===== src/rtl/program_loader_pkg.sv =====
// Shared definitions for the instruction-memory program loader:
// loader state encoding and instruction word geometry.
package program_loader_pkg;

  typedef enum logic [1:0] {
    IDLE  = 2'd0,
    RECV  = 2'd1,
    WRITE = 2'd2,
    DONE  = 2'd3
  } state_t;

  localparam int WORD_BYTES = 4;

endpackage


===== src/rtl/program_loader_word_assembler.sv =====
// Shifts stream bytes into a big-endian 32-bit word and strobes word_full
// on the byte that completes the word.
module program_loader_word_assembler
  import program_loader_pkg::*;
(
  input  logic        clk,
  input  logic        reset,
  input  logic        clear,
  input  logic        shift_en,
  input  logic [7:0]  byte_data,
  output logic [31:0] word,
  output logic        word_full
);

  logic [1:0]  cnt_q, cnt_d;
  logic [31:0] word_q, word_d;

  always_comb begin
    cnt_d  = cnt_q;
    word_d = word_q;
    if (clear) begin
      cnt_d  = 2'd0;
      word_d = 32'd0;
    end else if (shift_en) begin
      // First byte of a word ends up in the MSB after four shifts.
      word_d = {word_q[23:0], byte_data};
      cnt_d  = cnt_q + 2'd1;
    end
  end

  always_ff @(posedge clk or negedge reset) begin
    if (!reset) begin
      cnt_q  <= 2'd0;
      word_q <= 32'd0;
    end else begin
      cnt_q  <= cnt_d;
      word_q <= word_d;
    end
  end

  assign word      = word_q;
  assign word_full = shift_en && (cnt_q == 2'(WORD_BYTES - 1));

endmodule


===== src/rtl/program_loader.sv =====
// Loads a byte stream into instruction memory as big-endian words while
// holding the core in reset; releases the core once the load completes.
module program_loader
  import program_loader_pkg::*;
#(
  parameter int ADDR_W = 9
) (
  input  logic              clk,
  input  logic              reset,
  input  logic              load_start,
  input  logic [ADDR_W:0]   load_len,
  input  logic              byte_valid,
  input  logic [7:0]        byte_data,
  output logic              byte_ready,
  output logic              im_we,
  output logic [ADDR_W-1:0] im_addr,
  output logic [31:0]       im_wdata,
  output logic              core_reset,
  output logic              core_le,
  output logic              done,
  output logic              err
);

  localparam logic [ADDR_W:0] MAX_LEN = {1'b1, {ADDR_W{1'b0}}};

  state_t            state_q, state_d;
  logic [ADDR_W:0]   len_q, len_d;
  logic [ADDR_W:0]   count_q, count_d;
  logic [ADDR_W-1:0] addr_q, addr_d;
  logic              done_q, done_d;
  logic              core_reset_q, core_reset_d;
  logic              core_le_q, core_le_d;
  logic              err_q, err_d;

  logic        xfer;
  logic        len_ok;
  logic        asm_clear;
  logic        word_full;
  logic [31:0] word;

  assign xfer   = byte_valid && (state_q == RECV);
  assign len_ok = (load_len != '0) && (load_len[1:0] == 2'b00) && (load_len <= MAX_LEN);

  program_loader_word_assembler u_word_assembler (
    .clk       (clk),
    .reset     (reset),
    .clear     (asm_clear),
    .shift_en  (xfer),
    .byte_data (byte_data),
    .word      (word),
    .word_full (word_full)
  );

  always_comb begin
    state_d      = state_q;
    len_d        = len_q;
    count_d      = count_q;
    addr_d       = addr_q;
    done_d       = done_q;
    core_reset_d = core_reset_q;
    core_le_d    = core_le_q;
    err_d        = err_q;
    asm_clear    = 1'b0;
    case (state_q)
      IDLE, DONE: begin
        if (load_start) begin
          if (!len_ok) begin
            // Rejected loads leave the core outputs exactly as they were.
            err_d   = 1'b1;
            state_d = IDLE;
          end else begin
            err_d        = 1'b0;
            done_d       = 1'b0;
            core_reset_d = 1'b1;
            core_le_d    = 1'b0;
            len_d        = load_len;
            count_d      = '0;
            addr_d       = '0;
            asm_clear    = 1'b1;
            state_d      = RECV;
          end
        end
      end
      RECV: begin
        if (xfer) begin
          count_d = count_q + (ADDR_W + 1)'(1);
          if (word_full) state_d = WRITE;
        end
      end
      WRITE: begin
        // A full-size load wraps the address to 0 here; nothing is written after it.
        addr_d = addr_q + ADDR_W'(WORD_BYTES);
        if (count_q == len_q) begin
          state_d      = DONE;
          done_d       = 1'b1;
          core_reset_d = 1'b0;
          core_le_d    = 1'b1;
        end else begin
          state_d = RECV;
        end
      end
      default: state_d = IDLE;
    endcase
  end

  always_ff @(posedge clk or negedge reset) begin
    if (!reset) begin
      state_q      <= IDLE;
      len_q        <= '0;
      count_q      <= '0;
      addr_q       <= '0;
      done_q       <= 1'b0;
      core_reset_q <= 1'b1;
      core_le_q    <= 1'b0;
      err_q        <= 1'b0;
    end else begin
      state_q      <= state_d;
      len_q        <= len_d;
      count_q      <= count_d;
      addr_q       <= addr_d;
      done_q       <= done_d;
      core_reset_q <= core_reset_d;
      core_le_q    <= core_le_d;
      err_q        <= err_d;
    end
  end

  assign byte_ready = (state_q == RECV);
  assign im_we      = (state_q == WRITE);
  assign im_addr    = addr_q;
  assign im_wdata   = word;
  assign core_reset = core_reset_q;
  assign core_le    = core_le_q;
  assign done       = done_q;
  assign err        = err_q;

endmodule


===== config.mk =====
export PLATFORM = sky130hd
export DESIGN_NAME = program_loader
export DESIGN_NICKNAME = d
export VERILOG_FILES = /design/src/rtl/program_loader_pkg.sv /design/src/rtl/program_loader_word_assembler.sv /design/src/rtl/program_loader.sv
export SDC_FILE = /design/constraint.sdc
export NUM_CORES = 1
export LEC_CHECK = 0
export CORE_ASPECT_RATIO = 0.9
export CORE_UTILIZATION = 54
export CTS_CLUSTER_DIAMETER = 30
export DETAILED_ROUTE_END_ITERATION = 12
export PLACE_DENSITY = 0.85
export SLEW_MARGIN = 25
export SYNTH_ARGS = -nofsm -noshare
export SYNTH_HDL_FRONTEND = slang
export SYNTH_SLANG_ARGS = --single-unit

===== constraint.sdc =====
create_clock -name clk -period 5.15 [get_ports clk]
set_input_delay 0.7725 -clock clk [delete_from_list [all_inputs] [get_ports clk]]
set_output_delay 0.7725 -clock clk [all_outputs]
set_load 0.01 [all_outputs]

# ---- After elaboration in Yosys (flattened, before gate mapping)
# Cells that the tools add are included.
dict set report op_classes {
  n_addsub 3
  magnitude_cmp 1
  n_eq_ne 10
  muxes 29
  reduce_logical 17
}
# operator n
set op_table {}
lappend op_table {{32-bit 2-to-1 mux} 2}
lappend op_table {{10-bit 2-to-1 mux} 3}
lappend op_table {{10-bit case mux with 2 select lines} 1}
lappend op_table {{9-bit 2-to-1 mux} 2}
lappend op_table {{9-bit case mux with 2 select lines} 1}
lappend op_table {{2-bit 2-to-1 mux} 6}
lappend op_table {{1-bit 2-to-1 mux} 11}
lappend op_table {{10-bit by 1-bit adder with 10-bit output, second input constant} 1}
lappend op_table {{10-bit equality test} 1}
lappend op_table {{10-bit less-or-equal comparator, second input constant} 1}
lappend op_table {{10-bit nonzero test} 1}
lappend op_table {{9-bit by 3-bit adder with 9-bit output, second input constant} 1}
lappend op_table {{3-bit AND reduction} 3}
lappend op_table {{4-bit AND reduction} 2}
lappend op_table {{2-bit equality test, second input constant} 3}
lappend op_table {{2-bit by 1-bit inequality test with 1-bit output, second input constant} 3}
lappend op_table {{2-bit case mux with 3 select lines} 1}
lappend op_table {{2-bit nonzero test} 3}
lappend op_table {{1-bit logical AND} 4}
lappend op_table {{2-bit zero test} 2}
lappend op_table {{2-bit inequality test, second input constant} 2}
lappend op_table {{1-bit case mux with 2 select lines} 2}
lappend op_table {{2-bit by 1-bit adder with 2-bit output, second input constant} 1}
lappend op_table {{2-bit by 1-bit equality test with 1-bit output, second input constant} 1}
lappend op_table {{other kinds (2)} 2}
dict set report word_totals {
  register_bits 68
  inputBits 22
  output_inout_bits 47
  word_cells 69
}

# ---- Longest topological paths before layout
dict set report logic_depth {
  word_depth 7
  ltp_mapped 10
  depth_no_buf 7
}

# ---- By module
# A second synthesis with hierarchy kept.
dict set report hier_totals {
  cells_unflattened 331
  hier_area_um2 3532.1
}
# mod n_inst cells_each area_per_inst_um2 seq_area_each_um2
set by_module_without_submodules {}
lappend by_module_without_submodules {program_loader 1 219 2104.5 802.0}
lappend by_module_without_submodules {program_loader_word_assembler 1 112 1427.6 850.8}

# ---- Worst setup path after synthesis
# OpenSTA, ideal clock, no wires.
dict set report synth_path {
  path_type {input to register}
  startpoint {input port load_len[7]}
  endpoint {register count_q[8]}
  setup_ns 0.124
  t_arrival_ns 2.054
  required_time_ns 5.026
  slack_ns 2.972
  path_stages 6
  n_path_buf 1
  path_cell_list {or4_4 -> o2111ai_2 -> a31o_1 -> buf_6 -> nor4bb_1 -> a211o_1}
}
dict set report synth_between {
  elab_chain_cells 5
  word_cells_on_any_way 6
  classes_between {1 x order compare; 1 x eq/ne; 4 x reduce/logical}
}
# item line_no
set synth_lines {}
lappend synth_lines {{from (decl)} program_loader.sv:11} ;# input logic [ADDR_W:0] load_len,
lappend synth_lines {{parallel branches: the longest is 2 deep, another holds 10-bit less-or-equal comparator} -}
lappend synth_lines {{1-bit logical AND *} program_loader.sv:42} ;# assign len_ok = (load_len != '0) && (load_len[1:0] == 2'b00) && (load_len <= MAX_LEN);
lappend synth_lines {{2-bit inequality test (no source line) *} -}
lappend synth_lines {{4-bit AND reduction (no source line) *} -}
lappend synth_lines {{to (signal assigned)} program_loader.sv:119} ;# count_q <= count_d;
lappend synth_lines {{to (decl)} program_loader.sv:28} ;# logic [ADDR_W:0] count_q, count_d;
# Every way passes the cells marked *.
# A chain may end at the register's enable or synchronous reset.

# ---- Final worst setup path
dict set report layout_path {
  startpoint {register state_q[1]}
  endpoint {output port byte_ready}
}
dict set report layout_between {
  elab_chain_cells 1
}
# item line_no
set layout_lines {}
lappend layout_lines {{from (decl)} program_loader.sv:26} ;# state_t state_q, state_d;
lappend layout_lines {{from (signal assigned)} program_loader.sv:117} ;# state_q <= state_d;
lappend layout_lines {{2-bit by 1-bit equality test with 1-bit output} program_loader.sv:128} ;# assign byte_ready = (state_q == RECV);
lappend layout_lines {{to (decl)} program_loader.sv:14} ;# output logic byte_ready,
# No other way between the ends.

==> results_dict.tcl <==
set metrics [dict create \
    status "finished clean" \
    clkPwrFrac_pct 27.7 \
    wl_per_cell_um 14.8 \
    hpwl_um 4780 \
    antenna_found_initial 0 \
    critPathMaxStageDelay_ps 670 \
    cts_buffers 9 \
    worst-setup-path-type "reg2out" \
    clk_latency_ps 340 \
    dpl_cell_area_um2 3770 \
    yosysUniqueCellTypes 42 \
    cts_buffer_depth 2 \
    core_um2 5410 \
    power.leakage_uw 0.00172 \
    synth_common_cells "nand2_1 (114), dfrtp_1 (65), a21oi_1 (34)" \
    fin_crit_ps 2920 \
    yosysSeqAreaShare_pct 53.0 \
    route.vias.total 2694 \
    io_buffer_count 66 \
    switching_share_pct 31.7 \
    synthCells 348 \
    start_kind "register" \
    dieWidth_um 82.1 \
    grt_first_pass_wirelength_um 11600 \
    maxSlewViolCount 0 \
    grt_max_degree 67 \
    ctsResizeCount 0 \
    rows 25 \
    ys_warn_count 0 \
    yosysTopAreaCellShare_pct 52.2 \
    synth_top_area_cell "dfrtp_1" \
    nNetsFinal 435 \
    ys_ff_latch 66 \
    vias_per_cell 5.61 \
    cts.sinks 66 \
    cp_slowest_cell "clkdlybuf4s50_1" \
    clockRootBuffer "clkbuf_8" \
    p_per_area_nw_per_um2 426 \
    cts_max_level 3 \
    dr_wl_met3_um 314 \
    crit_chain "inv_1 -> ha_1 -> clkdlybuf4s50_1" \
    min_path_type "reg2reg" \
    peakVddDrop_uv 290 \
    pwr-share-comb_pct 27.2 \
    final-hold-violation-count 0 \
    finalPower_uw 1700 \
    start_util_pct 57.6 \
    clk_pin_slew_ps 70 \
    synth_area_um2 3120 \
    seqPwrFrac_pct 45.1 \
    p_int_uw 1160 \
    synth-edff-count 0 \
    worst_pin_slew_ps 818 \
    io-pin-count 69 \
    area.growth.synth_to_final_pct 28.0 \
    fin_crit_sh_pct 56.7 \
    dr_wl_met2_um 3500 \
    final_util_pct 73.8 \
    drt_first_iter_violations 209 \
    synth_area_leaders "dfrtp_1 (52%), nand2_1 (14%), a21oi_1 (5.5%)" \
    drt_pass1_iterations 6 \
    synth_most_common_cell "nand2_1" \
    cp_top_family "buffers and inverters" \
    cp_max_fo 24 \
    globalRoute.totalOverflow 0 \
    max_clock_freq_ghz 0.342 \
    syn_avg_cell_area_um2 8.96 \
    die_h_um 74.1 \
    critPathCaptureType "output pin" \
    met1Wirelength_um 3200 \
    fin_setup_tns_ps 0 \
    synthFlopType "dfrtp_1" \
    worst-path-buf-inv 2 \
    n_antenna_cell 0 \
    crit_required_ps 4380 \
    die_area_um2 6080 \
    grt_pass1_vias 2483 \
    top_layer_used "met4" \
    maxSlewHeadroom_pct 45.5 \
    gp_congestion 0.818 \
    drive_gt1_share_pct 6.05 \
    synthArstFlopShare_pct 100 \
    cts_tree "built" \
    p_switching_uw 540 \
    fin_skew_ps 5.98 \
    route.detailed.drc 0 \
    drt_wl_total_um 7110 \
    arrival_ps 2150 \
    fin_area_um2 3990 \
    cts_setup_buffers 0 \
    rsz0062_at_grt "false" \
    setup_viol 0 \
    maxCapViolCount 0 \
    ant_nets 0 \
    ctsHoldBuffers 0 \
    grt_usage_pct 25.7 \
]
worst register-to-register path: stages, from the launching register on:
cell	delay, ps
dfrtp_1	410
inv_1	80
ha_1	650
nand2_1	100
buf_4	280
o21a_1	150
a31o_1	380
or4b_1	540
nand3_1	100
cell usage in the layout (no fill, tap or decap), types with 3 or more instances in the layout:
| master | Yosys | layout |
|---|---|---|
| a21oi_1 | 34 | 34 |
| a31oi_1 | 3 | 3 |
| and2_1 | 5 | 4 |
| and3_1 | 7 | 7 |
| buf_4 | 5 | 3 |
| clkbuf_8 | 0 | 9 |
| clkdlybuf4s50_1 | 0 | 65 |
| dfrtp_1 | 65 | 65 |
| ha_1 | 5 | 5 |
| inv_1 | 7 | 7 |
| nand2_1 | 114 | 114 |
| nand3_1 | 14 | 14 |
| nand3b_1 | 3 | 3 |
| nand4_1 | 3 | 3 |
| nor2_1 | 10 | 10 |
| o21ai_0 | 10 | 10 |
| o21ai_1 | 3 | 3 |
| o221ai_1 | 3 | 3 |
| o31ai_1 | 6 | 6 |
| xnor2_1 | 11 | 11 |
power by group through the flow:
stage / Clock (µW) / Combinational (µW) / Sequential, µW
after detailed placement: 0 / 463 / 771
after floorplan: 0 / 221 / 775
after global placement: 0 / 446 / 765
after global routing: 500 / 509 / 784
final: 471 / 462 / 767
after CTS: 478 / 466 / 765
metrics by stage:
step	worst slack (ps)	instances	hold slack, ps
final	2230	480	473
after global routing	2110	480	522
after CTS	2240	480	472
after detailed placement	2060	464	461
after global placement	2110	464	461
after floorplan	2970	349	467
final cells by class:
cell class                      instances  area [µm²]
Clock inverter                          7        93.8
Clock buffer                            9         124
Sequential cell                        66        1650
Tap cell                               67        83.8
Timing Repair Buffer                   69         678
Fill cell                             404        1420
Inverter                                7        26.3
Multi-Input combinational cell        255        1330
path summary, 6_finish.rpt:
kind,from,end,slack [ps],cells after the start
max in group asynchronous,reset,len_q[5],4010,2
hold reg to reg,core_reset,core_reset,470,2
hold / removal,core_reset,core_reset,470,2
setup reg to reg,state_q[1],count_q[7],2410,8
min in group asynchronous,reset,im_addr[7],610,2
setup / recovery,state_q[1],byte_ready,2230,3
registers in the layout, summed over array words and instances (netlist names):
register	cells
u_word_assembler.word	32
count_q	10
len_q	10
im_addr	7
state_q	2
u_word_assembler.cnt_q	2
core_le	1
core_reset	1
err	1
layer usage:
| layer | track usage [%] | vias to the layer above |
|---|---|---|
| met3 | 6.26 | 9 |
| met5 | 0 | - |
| met1 | 34.9 | 1316 |
| met4 | 8.77 | 0 |
| met2 | 40.7 | 69 |
| li1 | - | 1300 |
cell families (layout without fill, tap and decap cells):
logic type / count (synthesis) / in the layout / synth area share [%]
and+or+nand+nor: 168 / 168 / 24.0
AOI/OAI and AO/OA: 68 / 68 / 13.0
DFF: 66 / 66 / 53.0
buffers and inverters: 28 / 92 / 4.37
xor gates and xnor gates: 11 / 11 / 3.09
adders and majority gates: 5 / 5 / 2.01
other: 1 / 2 / 0.120
muxes: 1 / 1 / 0.321
(Power assumes the default switching activity.)
==> RTL change, RTL diff (config.mk and constraints unchanged) <==
Reset style: synchronous (`reset`), changed in 2 clocked blocks.
--- a/src/rtl/program_loader_word_assembler.sv
+++ b/src/rtl/program_loader_word_assembler.sv
@@ -28,7 +28,7 @@
     end
   end
 
-  always_ff @(posedge clk or negedge reset) begin
+  always_ff @(posedge clk) begin
     if (!reset) begin
       cnt_q  <= 2'd0;
       word_q <= 32'd0;
--- a/src/rtl/program_loader.sv
+++ b/src/rtl/program_loader.sv
@@ -103,7 +103,7 @@
     endcase
   end
 
-  always_ff @(posedge clk or negedge reset) begin
+  always_ff @(posedge clk) begin
     if (!reset) begin
       state_q      <= IDLE;
       len_q        <= '0;
Formal check against the unedited RTL: differs if reset is asserted again (counterexample within 4 cycles, from zero or initial values and one cycle with reset low); with reset held inactive, the same outputs for 10 cycles.
==> RTL change against the original RTL <==
  * Wire length decreased by 3.0%
  * Sequential cell count stayed put
  * Cell area shrank 4.5%
  * Hold slack worse by 9.0 ps
  * Synthesized area down 4.2%
  * Via count grew 0.59%
  * Global-route usage about the same
  * Core utilization decreased by 1.6 points
  * Worst setup slack improved by 69 ps
  * Sequential share of layout area is 6.8 points lower
  * Critical path type is now in -> reg
  * Critical endpoint is now im_addr[8]
Power is not compared: it rests on default switching activity, and its combinational part moved more than twofold at a synthesized area within 25%.
==> RTL change: results (changes against the original RTL) <==
Largest net degree at the start of global routing: 39 (-42%)
Worst slew margin: 45.4% (about the same)
Sequential area share after synthesis: 44.2% (-8.8 points)
# nets final: 437 (+0.46%)
Crit Path Max Fanout: 23 (-4.2%)
Fin cells: 482 (+0.42%)
Yosys cell types: 49 (+17%)
Data arrival time of the critical path: 3110 ps (+960 ps)
Top cells by area, synth: dfxtp_1, nand2_1, a21oi_1
Synth Area in XOR/XNOR: 3.23% (+0.14 points)
Outcome: completed
Final RePlAce weighted congestion: 0.889 (+8.7%)
Met2 routed WL: 3.37 mm (-3.6%)
Hold Crit Start: u_word_assembler.cnt_q[1]
DP HPWL: 4.71 mm (-1.5%)
WL met3: 389 µm (+24%)
Initial DRC count: 130 (-38%)
Hold slack: 464 ps (-9.00 ps)
Cells after DPL: 466 (+0.43%)
Post-Synth Adder-Cell Area: 2.09% (+0.088 points)
Placed inst area: 3610 µm² (-4.3%)
Worst r2r dst: count_q[6]
M1 WL: 2.98 mm (-7.1%)
Commonest cells post-synth: nand2_1, dfxtp_1, a21oi_1, nor2_1, nand3_1
R2r setup slk: 3080 ps (+670 ps)
DP Worst Slack: 1990 ps (-65.4 ps)
Wirelength per Cell: 14.3 µm (-3.4%)
Launch point of the worst reg-to-reg path: state_q[0]
GRT Util Overall: 25.7% (about the same)
Share of cells above drive strength 1: 9.16% (+3.1 points)
Hold endpoint: u_word_assembler.cnt_q[1]
Ys async rst share: 0% (-100 points)
Post-synthesis mux area share: 2.68% (+2.4 points)
Max Clock Skew: 6.91 ps (+0.935 ps)
Mapped Avg Cell Area: 8.48 µm² (-5.3%)
Vias in the first global route: 2466 (-0.68%)
Vias: 2710 (+0.59%)
[RTL change: cell types whose count changed in the layout (fill, tap and decap cells not counted), sizes merged, moves of 6 or more]
cell	delta
o21ai	-6
dfrtp	-65
nand2	-29
mux2i	+7
nor2	+10
dfxtp	+66
a21oi	+8
[RTL change: power by group]
group | switching, W | leakage, nW | internal, W
registers | 0.00000554 | 0.533 | 0.000518
logic | 0.0000725 | 0.738 | 0.0000454
clock network | 0.000205 | 0.0921 | 0.000226
total | 0.000284 | 1.36 | 0.000789
[RTL change: kinds of logic after synthesis]
group / after synthesis
adders and majority gates: 5
and+or+nand+nor: 156
AOI/OAI and AO/OA: 76
DFF: 66
xor gates and xnor gates: 11
muxes: 8
other: 1
buffers and inverters: 29
[RTL change: worst max path at each step]
stage                     start                   endpoint  slack, ps  cells after the start
floorplan           load_len[5]                   len_q[4]       3000                      6
global placement    load_len[5]   u_word_assembler.word[1]       2070                      6
detailed placement  load_len[5]  u_word_assembler.word[14]       1990                      6
CTS                 load_len[5]  u_word_assembler.word[14]       2350                      6
global route        load_len[5]   u_word_assembler.word[3]       2150                      6
finish                    reset                 im_addr[8]       2300                      4
[RTL change: routing by layer]
metal / GRT usage, % / vias up
met3: 8.30 / 15
met5: 0 / -
met2: 40.8 / 87
li1: - / 1340
met4: 10.5 / 0
met1: 32.4 / 1268
[RTL change: layout make-up]
type / count / area, µm²
Multi-Input combinational cell: 258 / 1510
Fill cell: 425 / 1470
Sequential cell: 66 / 1320
Timing Repair Buffer: 68 / 676
Clock buffer: 9 / 124
Tap cell: 67 / 83.8
Clock inverter: 7 / 78.8
Inverter: 7 / 26.3
[RTL change: tightest hold or removal path, stage by stage (launching register included)]
cell     delay, ps
dfxtp_1        320
nand2_1         50
a21oi_1         50
